==> src/rtl/control_unit_if.sv <==
// Control bus between the control unit (master) and the 8-bit datapath (slave).
// The master takes IR and the condition flags and drives every register-load,
// bus-mux, ALU-select and memory-write strobe.
interface control_unit_if #(
    parameter int WIDTH = 8
);
    logic [WIDTH-1:0] IR;
    logic [3:0]       CCR_Result;
    logic             IR_Load;
    logic             MAR_Load;
    logic             PC_Load;
    logic             PC_Inc;
    logic             A_Load;
    logic             B_Load;
    logic [2:0]       ALU_Sel;
    logic             CCR_Load;
    logic [1:0]       Bus1_Sel;
    logic [1:0]       Bus2_Sel;
    logic             write;

    modport master (
        input  IR, CCR_Result,
        output IR_Load, MAR_Load, PC_Load, PC_Inc, A_Load, B_Load,
               ALU_Sel, CCR_Load, Bus1_Sel, Bus2_Sel, write
    );

    modport slave (
        output IR, CCR_Result,
        input  IR_Load, MAR_Load, PC_Load, PC_Inc, A_Load, B_Load,
               ALU_Sel, CCR_Load, Bus1_Sel, Bus2_Sel, write
    );
endinterface

==> src/rtl/control_unit.sv <==
// Moore control FSM for the 8-bit computer: 4-cycle fetch/decode followed by
// per-instruction execute states. Outputs decode the current state (plus IR
// for A/B and ALU selection), so an asynchronous reset immediately presents
// the fetch-0 strobes and drops any pending memory write.
module control_unit #(
    parameter int               WIDTH   = 8,
    parameter logic [WIDTH-1:0] LDA_IMM = 8'h86,
    parameter logic [WIDTH-1:0] LDA_DIR = 8'h87,
    parameter logic [WIDTH-1:0] LDB_IMM = 8'h88,
    parameter logic [WIDTH-1:0] LDB_DIR = 8'h89,
    parameter logic [WIDTH-1:0] STA_DIR = 8'h96,
    parameter logic [WIDTH-1:0] STB_DIR = 8'h97,
    parameter logic [WIDTH-1:0] ADD_AB  = 8'h42,
    parameter logic [WIDTH-1:0] SUB_AB  = 8'h43,
    parameter logic [WIDTH-1:0] AND_AB  = 8'h44,
    parameter logic [WIDTH-1:0] OR_AB   = 8'h45,
    parameter logic [WIDTH-1:0] INCA    = 8'h46,
    parameter logic [WIDTH-1:0] INCB    = 8'h47,
    parameter logic [WIDTH-1:0] DECA    = 8'h48,
    parameter logic [WIDTH-1:0] DECB    = 8'h49,
    parameter logic [WIDTH-1:0] XOR_AB  = 8'h4A,
    parameter logic [WIDTH-1:0] NOTA    = 8'h4B,
    parameter logic [WIDTH-1:0] NOTB    = 8'h4C,
    parameter logic [WIDTH-1:0] BRA     = 8'h20,
    parameter logic [WIDTH-1:0] BMI     = 8'h21,
    parameter logic [WIDTH-1:0] BPL     = 8'h22,
    parameter logic [WIDTH-1:0] BEQ     = 8'h23,
    parameter logic [WIDTH-1:0] BNE     = 8'h24,
    parameter logic [WIDTH-1:0] BVS     = 8'h25,
    parameter logic [WIDTH-1:0] BVC     = 8'h26,
    parameter logic [WIDTH-1:0] BCS     = 8'h27,
    parameter logic [WIDTH-1:0] BCC     = 8'h28
) (
    input  logic             clk,
    input  logic             reset,
    control_unit_if.master   bus
);

    typedef enum logic [4:0] {
        S_FETCH_0, S_FETCH_1, S_FETCH_2, S_DECODE_3,
        S_LDI_4, S_LDI_5, S_LDI_6,
        S_LDD_4, S_LDD_5, S_LDD_6, S_LDD_7, S_LDD_8,
        S_ST_4, S_ST_5, S_ST_6, S_ST_7,
        S_DATA_4,
        S_BRT_4, S_BRT_5, S_BRT_6,
        S_BRN_4
    } state_t;

    state_t state_r;
    state_t next_s;
    logic   dst_b_s;

    // Branch condition from flags {N,Z,V,C}; non-branch opcodes never take.
    function automatic logic branch_taken(input logic [WIDTH-1:0] op, input logic [3:0] ccr);
        logic tk;
        case (op)
            BRA:     tk = 1'b1;
            BMI:     tk = ccr[3];
            BPL:     tk = ~ccr[3];
            BEQ:     tk = ccr[2];
            BNE:     tk = ~ccr[2];
            BVS:     tk = ccr[1];
            BVC:     tk = ~ccr[1];
            BCS:     tk = ccr[0];
            BCC:     tk = ~ccr[0];
            default: tk = 1'b0;
        endcase
        return tk;
    endfunction

    // State register with asynchronous return to fetch-0.
    always_ff @(posedge clk or negedge reset) begin
        if (!reset) begin
            state_r <= S_FETCH_0;
        end else begin
            state_r <= next_s;
        end
    end

    // Next-state and Moore output decode; all strobes default inactive.
    always_comb begin
        next_s         = state_r;
        dst_b_s        = 1'b0;
        bus.IR_Load    = 1'b0;
        bus.MAR_Load   = 1'b0;
        bus.PC_Load    = 1'b0;
        bus.PC_Inc     = 1'b0;
        bus.A_Load     = 1'b0;
        bus.B_Load     = 1'b0;
        bus.ALU_Sel    = 3'b000;
        bus.CCR_Load   = 1'b0;
        bus.Bus1_Sel   = 2'b00;
        bus.Bus2_Sel   = 2'b00;
        bus.write      = 1'b0;
        case (state_r)
            S_FETCH_0: begin
                bus.Bus1_Sel = 2'b00;
                bus.Bus2_Sel = 2'b01;
                bus.MAR_Load = 1'b1;
                next_s       = S_FETCH_1;
            end
            S_FETCH_1: begin
                bus.PC_Inc = 1'b1;
                next_s     = S_FETCH_2;
            end
            S_FETCH_2: begin
                bus.Bus2_Sel = 2'b10;
                bus.IR_Load  = 1'b1;
                next_s       = S_DECODE_3;
            end
            S_DECODE_3: begin
                case (bus.IR)
                    LDA_IMM, LDB_IMM: next_s = S_LDI_4;
                    LDA_DIR, LDB_DIR: next_s = S_LDD_4;
                    STA_DIR, STB_DIR: next_s = S_ST_4;
                    ADD_AB, SUB_AB, AND_AB, OR_AB, INCA, INCB,
                    DECA, DECB, XOR_AB, NOTA, NOTB: next_s = S_DATA_4;
                    BRA, BMI, BPL, BEQ, BNE, BVS, BVC, BCS, BCC: begin
                        if (branch_taken(bus.IR, bus.CCR_Result)) begin
                            next_s = S_BRT_4;
                        end else begin
                            next_s = S_BRN_4;
                        end
                    end
                    default: next_s = S_FETCH_0;
                endcase
            end
            S_LDI_4, S_LDD_4, S_ST_4, S_BRT_4: begin
                bus.Bus1_Sel = 2'b00;
                bus.Bus2_Sel = 2'b01;
                bus.MAR_Load = 1'b1;
                case (state_r)
                    S_LDI_4: next_s = S_LDI_5;
                    S_LDD_4: next_s = S_LDD_5;
                    S_ST_4:  next_s = S_ST_5;
                    default: next_s = S_BRT_5;
                endcase
            end
            S_LDI_5: begin
                bus.PC_Inc = 1'b1;
                next_s     = S_LDI_6;
            end
            S_LDD_5: begin
                bus.PC_Inc = 1'b1;
                next_s     = S_LDD_6;
            end
            S_ST_5: begin
                bus.PC_Inc = 1'b1;
                next_s     = S_ST_6;
            end
            S_LDI_6, S_LDD_8: begin
                bus.Bus2_Sel = 2'b10;
                if (bus.IR == LDB_IMM || bus.IR == LDB_DIR) begin
                    bus.B_Load = 1'b1;
                end else begin
                    bus.A_Load = 1'b1;
                end
                next_s = S_FETCH_0;
            end
            S_LDD_6: begin
                bus.Bus2_Sel = 2'b10;
                bus.MAR_Load = 1'b1;
                next_s       = S_LDD_7;
            end
            S_LDD_7: begin
                next_s = S_LDD_8;
            end
            S_ST_6: begin
                bus.Bus2_Sel = 2'b10;
                bus.MAR_Load = 1'b1;
                next_s       = S_ST_7;
            end
            S_ST_7: begin
                if (bus.IR == STB_DIR) begin
                    bus.Bus1_Sel = 2'b10;
                end else begin
                    bus.Bus1_Sel = 2'b01;
                end
                bus.write = 1'b1;
                next_s    = S_FETCH_0;
            end
            S_DATA_4: begin
                bus.Bus2_Sel = 2'b00;
                bus.CCR_Load = 1'b1;
                case (bus.IR)
                    ADD_AB:  bus.ALU_Sel = 3'b000;
                    SUB_AB:  bus.ALU_Sel = 3'b001;
                    AND_AB:  bus.ALU_Sel = 3'b010;
                    OR_AB:   bus.ALU_Sel = 3'b011;
                    INCA:    bus.ALU_Sel = 3'b100;
                    DECA:    bus.ALU_Sel = 3'b101;
                    XOR_AB:  bus.ALU_Sel = 3'b110;
                    NOTA:    bus.ALU_Sel = 3'b111;
                    INCB: begin bus.ALU_Sel = 3'b100; dst_b_s = 1'b1; end
                    DECB: begin bus.ALU_Sel = 3'b101; dst_b_s = 1'b1; end
                    NOTB: begin bus.ALU_Sel = 3'b111; dst_b_s = 1'b1; end
                    default: bus.ALU_Sel = 3'b000;
                endcase
                if (dst_b_s) begin
                    bus.Bus1_Sel = 2'b10;
                    bus.B_Load   = 1'b1;
                end else begin
                    bus.Bus1_Sel = 2'b01;
                    bus.A_Load   = 1'b1;
                end
                next_s = S_FETCH_0;
            end
            S_BRT_5: begin
                next_s = S_BRT_6;
            end
            S_BRT_6: begin
                bus.Bus2_Sel = 2'b10;
                bus.PC_Load  = 1'b1;
                next_s       = S_FETCH_0;
            end
            S_BRN_4: begin
                bus.PC_Inc = 1'b1;
                next_s     = S_FETCH_0;
            end
            default: begin
                next_s = S_FETCH_0;
            end
        endcase
    end

endmodule

==> src/flat_wrapper.sv <==
// flat-port wrapper written by rule: the top's interface ports become plain ports
module control_unit_flat 
#(
    parameter int               WIDTH   = 8,
    parameter logic [WIDTH-1:0] LDA_IMM = 8'h86,
    parameter logic [WIDTH-1:0] LDA_DIR = 8'h87,
    parameter logic [WIDTH-1:0] LDB_IMM = 8'h88,
    parameter logic [WIDTH-1:0] LDB_DIR = 8'h89,
    parameter logic [WIDTH-1:0] STA_DIR = 8'h96,
    parameter logic [WIDTH-1:0] STB_DIR = 8'h97,
    parameter logic [WIDTH-1:0] ADD_AB  = 8'h42,
    parameter logic [WIDTH-1:0] SUB_AB  = 8'h43,
    parameter logic [WIDTH-1:0] AND_AB  = 8'h44,
    parameter logic [WIDTH-1:0] OR_AB   = 8'h45,
    parameter logic [WIDTH-1:0] INCA    = 8'h46,
    parameter logic [WIDTH-1:0] INCB    = 8'h47,
    parameter logic [WIDTH-1:0] DECA    = 8'h48,
    parameter logic [WIDTH-1:0] DECB    = 8'h49,
    parameter logic [WIDTH-1:0] XOR_AB  = 8'h4A,
    parameter logic [WIDTH-1:0] NOTA    = 8'h4B,
    parameter logic [WIDTH-1:0] NOTB    = 8'h4C,
    parameter logic [WIDTH-1:0] BRA     = 8'h20,
    parameter logic [WIDTH-1:0] BMI     = 8'h21,
    parameter logic [WIDTH-1:0] BPL     = 8'h22,
    parameter logic [WIDTH-1:0] BEQ     = 8'h23,
    parameter logic [WIDTH-1:0] BNE     = 8'h24,
    parameter logic [WIDTH-1:0] BVS     = 8'h25,
    parameter logic [WIDTH-1:0] BVC     = 8'h26,
    parameter logic [WIDTH-1:0] BCS     = 8'h27,
    parameter logic [WIDTH-1:0] BCC     = 8'h28
)
  (clk, reset, bus_IR, bus_CCR_Result, bus_IR_Load, bus_MAR_Load, bus_PC_Load, bus_PC_Inc, bus_A_Load, bus_B_Load, bus_ALU_Sel, bus_CCR_Load, bus_Bus1_Sel, bus_Bus2_Sel, bus_write);
  control_unit_if #(.WIDTH(WIDTH)) bus_i ();
  input  logic clk;
  input  logic reset;
  input wire logic [$bits(bus_i.IR)-1:0] bus_IR;
  input wire logic [$bits(bus_i.CCR_Result)-1:0] bus_CCR_Result;
  output wire logic [$bits(bus_i.IR_Load)-1:0] bus_IR_Load;
  output wire logic [$bits(bus_i.MAR_Load)-1:0] bus_MAR_Load;
  output wire logic [$bits(bus_i.PC_Load)-1:0] bus_PC_Load;
  output wire logic [$bits(bus_i.PC_Inc)-1:0] bus_PC_Inc;
  output wire logic [$bits(bus_i.A_Load)-1:0] bus_A_Load;
  output wire logic [$bits(bus_i.B_Load)-1:0] bus_B_Load;
  output wire logic [$bits(bus_i.ALU_Sel)-1:0] bus_ALU_Sel;
  output wire logic [$bits(bus_i.CCR_Load)-1:0] bus_CCR_Load;
  output wire logic [$bits(bus_i.Bus1_Sel)-1:0] bus_Bus1_Sel;
  output wire logic [$bits(bus_i.Bus2_Sel)-1:0] bus_Bus2_Sel;
  output wire logic [$bits(bus_i.write)-1:0] bus_write;
  assign bus_i.IR = bus_IR;
  assign bus_i.CCR_Result = bus_CCR_Result;
  assign bus_IR_Load = bus_i.IR_Load;
  assign bus_MAR_Load = bus_i.MAR_Load;
  assign bus_PC_Load = bus_i.PC_Load;
  assign bus_PC_Inc = bus_i.PC_Inc;
  assign bus_A_Load = bus_i.A_Load;
  assign bus_B_Load = bus_i.B_Load;
  assign bus_ALU_Sel = bus_i.ALU_Sel;
  assign bus_CCR_Load = bus_i.CCR_Load;
  assign bus_Bus1_Sel = bus_i.Bus1_Sel;
  assign bus_Bus2_Sel = bus_i.Bus2_Sel;
  assign bus_write = bus_i.write;
  control_unit #(.WIDTH(WIDTH), .LDA_IMM(LDA_IMM), .LDA_DIR(LDA_DIR), .LDB_IMM(LDB_IMM), .LDB_DIR(LDB_DIR), .STA_DIR(STA_DIR), .STB_DIR(STB_DIR), .ADD_AB(ADD_AB), .SUB_AB(SUB_AB), .AND_AB(AND_AB), .OR_AB(OR_AB), .INCA(INCA), .INCB(INCB), .DECA(DECA), .DECB(DECB), .XOR_AB(XOR_AB), .NOTA(NOTA), .NOTB(NOTB), .BRA(BRA), .BMI(BMI), .BPL(BPL), .BEQ(BEQ), .BNE(BNE), .BVS(BVS), .BVC(BVC), .BCS(BCS), .BCC(BCC)) u_core (.clk(clk), .reset(reset), .bus(bus_i));
endmodule
==> config.mk <==
export PLATFORM = sky130hd
export DESIGN_NAME = control_unit_flat
export DESIGN_NICKNAME = d
export VERILOG_FILES = /design/src/rtl/control_unit_if.sv /design/src/rtl/control_unit.sv /design/src/flat_wrapper.sv
export SDC_FILE = /design/constraint.sdc
export NUM_CORES = 1
export LEC_CHECK = 0
export ABC_AREA = 1
export BUFFER_PORTS_ARGS = -buffer_cell sky130_fd_sc_hd__buf_2
export CORE_ASPECT_RATIO = 0.9
export CORE_MARGIN = 3
export CORE_UTILIZATION = 40
export DETAILED_ROUTE_END_ITERATION = 10
export PLACE_DENSITY = 0.73
export SYNTH_ARGS = -nofsm -noshare
export SYNTH_HDL_FRONTEND = slang
export SYNTH_SLANG_ARGS = --single-unit
==> constraint.sdc <==
create_clock -name clk -period 1.8 [get_ports clk]
set_input_delay 0.36 -clock clk [delete_from_list [all_inputs] [get_ports clk]]
set_output_delay 0.36 -clock clk [all_outputs]
set_load 0.005 [all_outputs]
==> impl_metrics.yaml <==
final_layout:
  core_utilization_of_the_finished_layout_pct: 72.2
  area_delta_synth_final_pct: 59.8
  largest_register: "u_core.state_r"
  largest_register_ff_count: 5
  final_area_um2: 1480
  diodes: 0
  top_regs: "u_core.state_r x5"
  final_layout_fill_cell_count: 159
  nets: 252
  drive_above_1_share_pct: 46.4
routing:
  ant_nets: 0
  post_drt_wl_per_cell_um: 13.3
  number_of_optimization_iterations_in_the_first_detailed_route_pass: 4
  route.detailed.drc: 0
  route.vias.total: 1448
  drt_iter0_drc: 132
  routed_wl_mm: 3.48
  routed_via_density: 5.53
power:
  power_density_nw_per_um2: 733
  max_vdd_drop_mv: 0.645
  leakage_nw: 0.828
  design_power_total_w: 0.00108
floorplan:
  placementRows: 15
  placeableCoreArea_um2: 2050
  ios: 29
  fp.dieArea_um2: 2930
  die_h_um: 51.6
  die_w_um: 56.7
  floorplan.initialDensity_pct: 45.2
timing:
  post-route-worst-setup-slack_ns: -0.0768
  slew_viol_final: 0
  finalClockSkew_ns: 0.00689
  fmaxAchievable_ghz: 0.533
  worstMarginPinSlew_ns: 0.315
  grt_setup_unrepaired: "yes"
  fin_setup_tns_ns: -0.311
  period_needed_ns: 1.88
  setup_violations: 7
  layout_worst_path_cycle_share_pct: 104
  worst_slew_margin_relative_to_its_limit_pct: 78.9
  hold_viol_final: 0
synth:
  syn_area_um2: 925
  synth_sequential_area_ratio_pct: 13.5
  synth-seq-cells: 5
  synth_nets: 201
  syn_inst_count: 187
  distinct_cells_synth: 24
  yosys_warnings: 0
  syn_avg_cell_area_um2: 4.94
global_routing:
  pin_count_of_the_biggest_net_entering_global_routing: 7
  grt_antenna_before_repair: 0
  via_count_of_the_first_global_routing_pass: 1145
  global_route.usage.total_pct: 20.1
  overflow: 0
  grt_first_pass_wirelength_mm: 4.73
setup_path:
  critical_path_class: "reg -> out"
  critical_path.endpoint_type: "primary output"
  arrival_ns: 1.52
  reg2reg_setup_slack_ns: 0.31
  data_required_time_of_the_critical_path_ns: 1.44
  crit_path_start_kind: "register"
  critPathMaxFanout: 6
clock_tree:
  ctsRootBufferMaster: "sky130_fd_sc_hd__clkbuf_4"
  numCtsBuffers: 3
  tritoncts: "done"
  htree_num_levels: 1
  clock-sinks: 5
  clkTransAtPathRegs_ns: 0.05
  worst_skew_pair.late_latency_ns: 0.25
  max-clock-path-buffers: 2
placement:
  post_dp_cell_area_um2: 1170
  finalWeightedCongestion: 0.965
  dp_hpwl_mm: 2.27
  port_buffers: 28
min_path:
  hold_path.class: "in -> async"
job:
  maxCapViolations: 0
status:
  violations: "negative setup slack"
  run_status: "complete, but fails checks"
==> routing by layer <==
| layer | vias up | wire (um) | track usage (%) |
|---|---|---|---|
| met5 | - | 0 | 0 |
| met4 | 0 | 64 | 5.53 |
| li1 | 715 | - | - |
| met3 | 10 | 264 | 2.98 |
| met1 | 644 | 1540 | 28.0 |
| met2 | 79 | 1610 | 32.1 |
==> where the power goes <==
part	internal, W	switching [W]	total [W]	leakage, nW
sequential	0.000153	0.0000697	0.000223	0.0601
clock	0.0000840	0.0000486	0.000133	0.0150
combinational	0.000286	0.000443	0.000728	0.753
==> cells in the mapped netlist <==
master / n / area, um^2
sky130_fd_sc_hd__inv_2: 3 / 11.3
sky130_fd_sc_hd__a21oi_1: 3 / 15.0
sky130_fd_sc_hd__inv_1: 24 / 90.1
sky130_fd_sc_hd__nand3b_1: 1 / 7.51
sky130_fd_sc_hd__dfrtp_1: 5 / 125
sky130_fd_sc_hd__buf_2: 1 / 5.00
sky130_fd_sc_hd__nor2_1: 39 / 146
sky130_fd_sc_hd__o21ai_1: 5 / 25.0
sky130_fd_sc_hd__a211oi_1: 1 / 7.51
sky130_fd_sc_hd__nor2_4: 1 / 11.3
sky130_fd_sc_hd__nand4_1: 5 / 31.3
sky130_fd_sc_hd__o21ai_0: 7 / 35.0
sky130_fd_sc_hd__o2111ai_1: 1 / 8.76
sky130_fd_sc_hd__nor3_1: 2 / 10.0
sky130_fd_sc_hd__buf_4: 1 / 7.51
sky130_fd_sc_hd__o22ai_1: 1 / 6.26
sky130_fd_sc_hd__nand3_1: 16 / 80.1
sky130_fd_sc_hd__a31oi_1: 3 / 18.8
sky130_fd_sc_hd__nand2_1: 60 / 225
sky130_fd_sc_hd__nand2_2: 3 / 18.8
sky130_fd_sc_hd__o31ai_1: 1 / 7.51
sky130_fd_sc_hd__a311oi_1: 1 / 8.76
sky130_fd_sc_hd__nor2_2: 2 / 12.5
sky130_fd_sc_hd__nand3_2: 1 / 10.0
==> worst paths after layout <==
check	startpoint	to	cells after the start
worst max register to register	u_core.state_r[0]$_DFF_PN0_	u_core.state_r[1]$_DFF_PN0_	7
worst max-delay path	u_core.state_r[3]$_DFF_PN0_	bus_Bus2_Sel[1]	7
min in group clk	bus_IR[5]	u_core.state_r[3]$_DFF_PN0_	6
worst min-delay path	reset	u_core.state_r[1]$_DFF_PN0_	2
max in group asynchronous	reset	u_core.state_r[0]$_DFF_PN0_	2
worst min register to register	u_core.state_r[0]$_DFF_PN0_	u_core.state_r[2]$_DFF_PN0_	3
==> logic make-up (layout without fill, tap and decap cells) <==
kind of cell           after synthesis  count (layout)  synth area share [%]
AO/OA/AOI/OAI                       23              23                  14.3
AND/OR/NAND/NOR                    130             130                  59.8
flip-flops                           5               5                  13.5
buffers and inverters               29              79                  12.3
==> cell type report <==
| class | instances | area (um^2) | share of cell area (%) |
|---|---|---|---|
| multi-input cells | 153 | 860 | 58.2 |
| repair buffers | 48 | 324 | 21.9 |
| inverters | 27 | 106 | 7.20 |
| flip-flops and latches | 5 | 130 | 8.81 |
| clock buffers | 4 | 26.3 | 1.78 |
| well taps | 25 | 31.3 | 2.12 |
==> through the flow <==
step	worst slack, ns	cells	hold slack, ns
after floorplan	0.239	187	0.0644
after global placement	0.0422	249	0.175
after detailed placement	-0.0312	249	0.184
after CTS	-0.0196	257	0.459
after global routing	-0.146	262	0.477
final	-0.0768	262	0.458
==> critical path, stage by stage (launching register included) <==
cell and delay, ns:
sky130_fd_sc_hd__dfrtp_2 0.48, sky130_fd_sc_hd__nor2_4 0.15, sky130_fd_sc_hd__buf_6 0.13, sky130_fd_sc_hd__nand2_2 0.05, sky130_fd_sc_hd__nor2_2 0.18, sky130_fd_sc_hd__nor2_1 0.07
sky130_fd_sc_hd__nand3_1 0.09, sky130_fd_sc_hd__buf_2 0.11
==> cells in the final DEF, fill, tap and decap left out, drive strengths merged <==
master,n
nand2,63
buf,47
nor2,42
inv,27
nand3,17
o21ai,12
nand4,5
dfrtp,5
clkbuf,4
a21oi,3
a31oi,3
nor3,2
o2111ai,1
nand3b,1
a211oi,1
a311oi,1
o31ai,1
o22ai,1
dlygate4sd3,1
==> timing repair <==
action | 4_1_cts | 5_1_grt
endpoints found under the hold margin | 5 | 0
endpoints found under the setup margin | 10 | 11
hold buffers | 1 | 0
setup buffers | 3 | 5
pin swaps | 2 | 11
gates resized for setup | 14 | 61
Power figures use the tool's default switching activity.
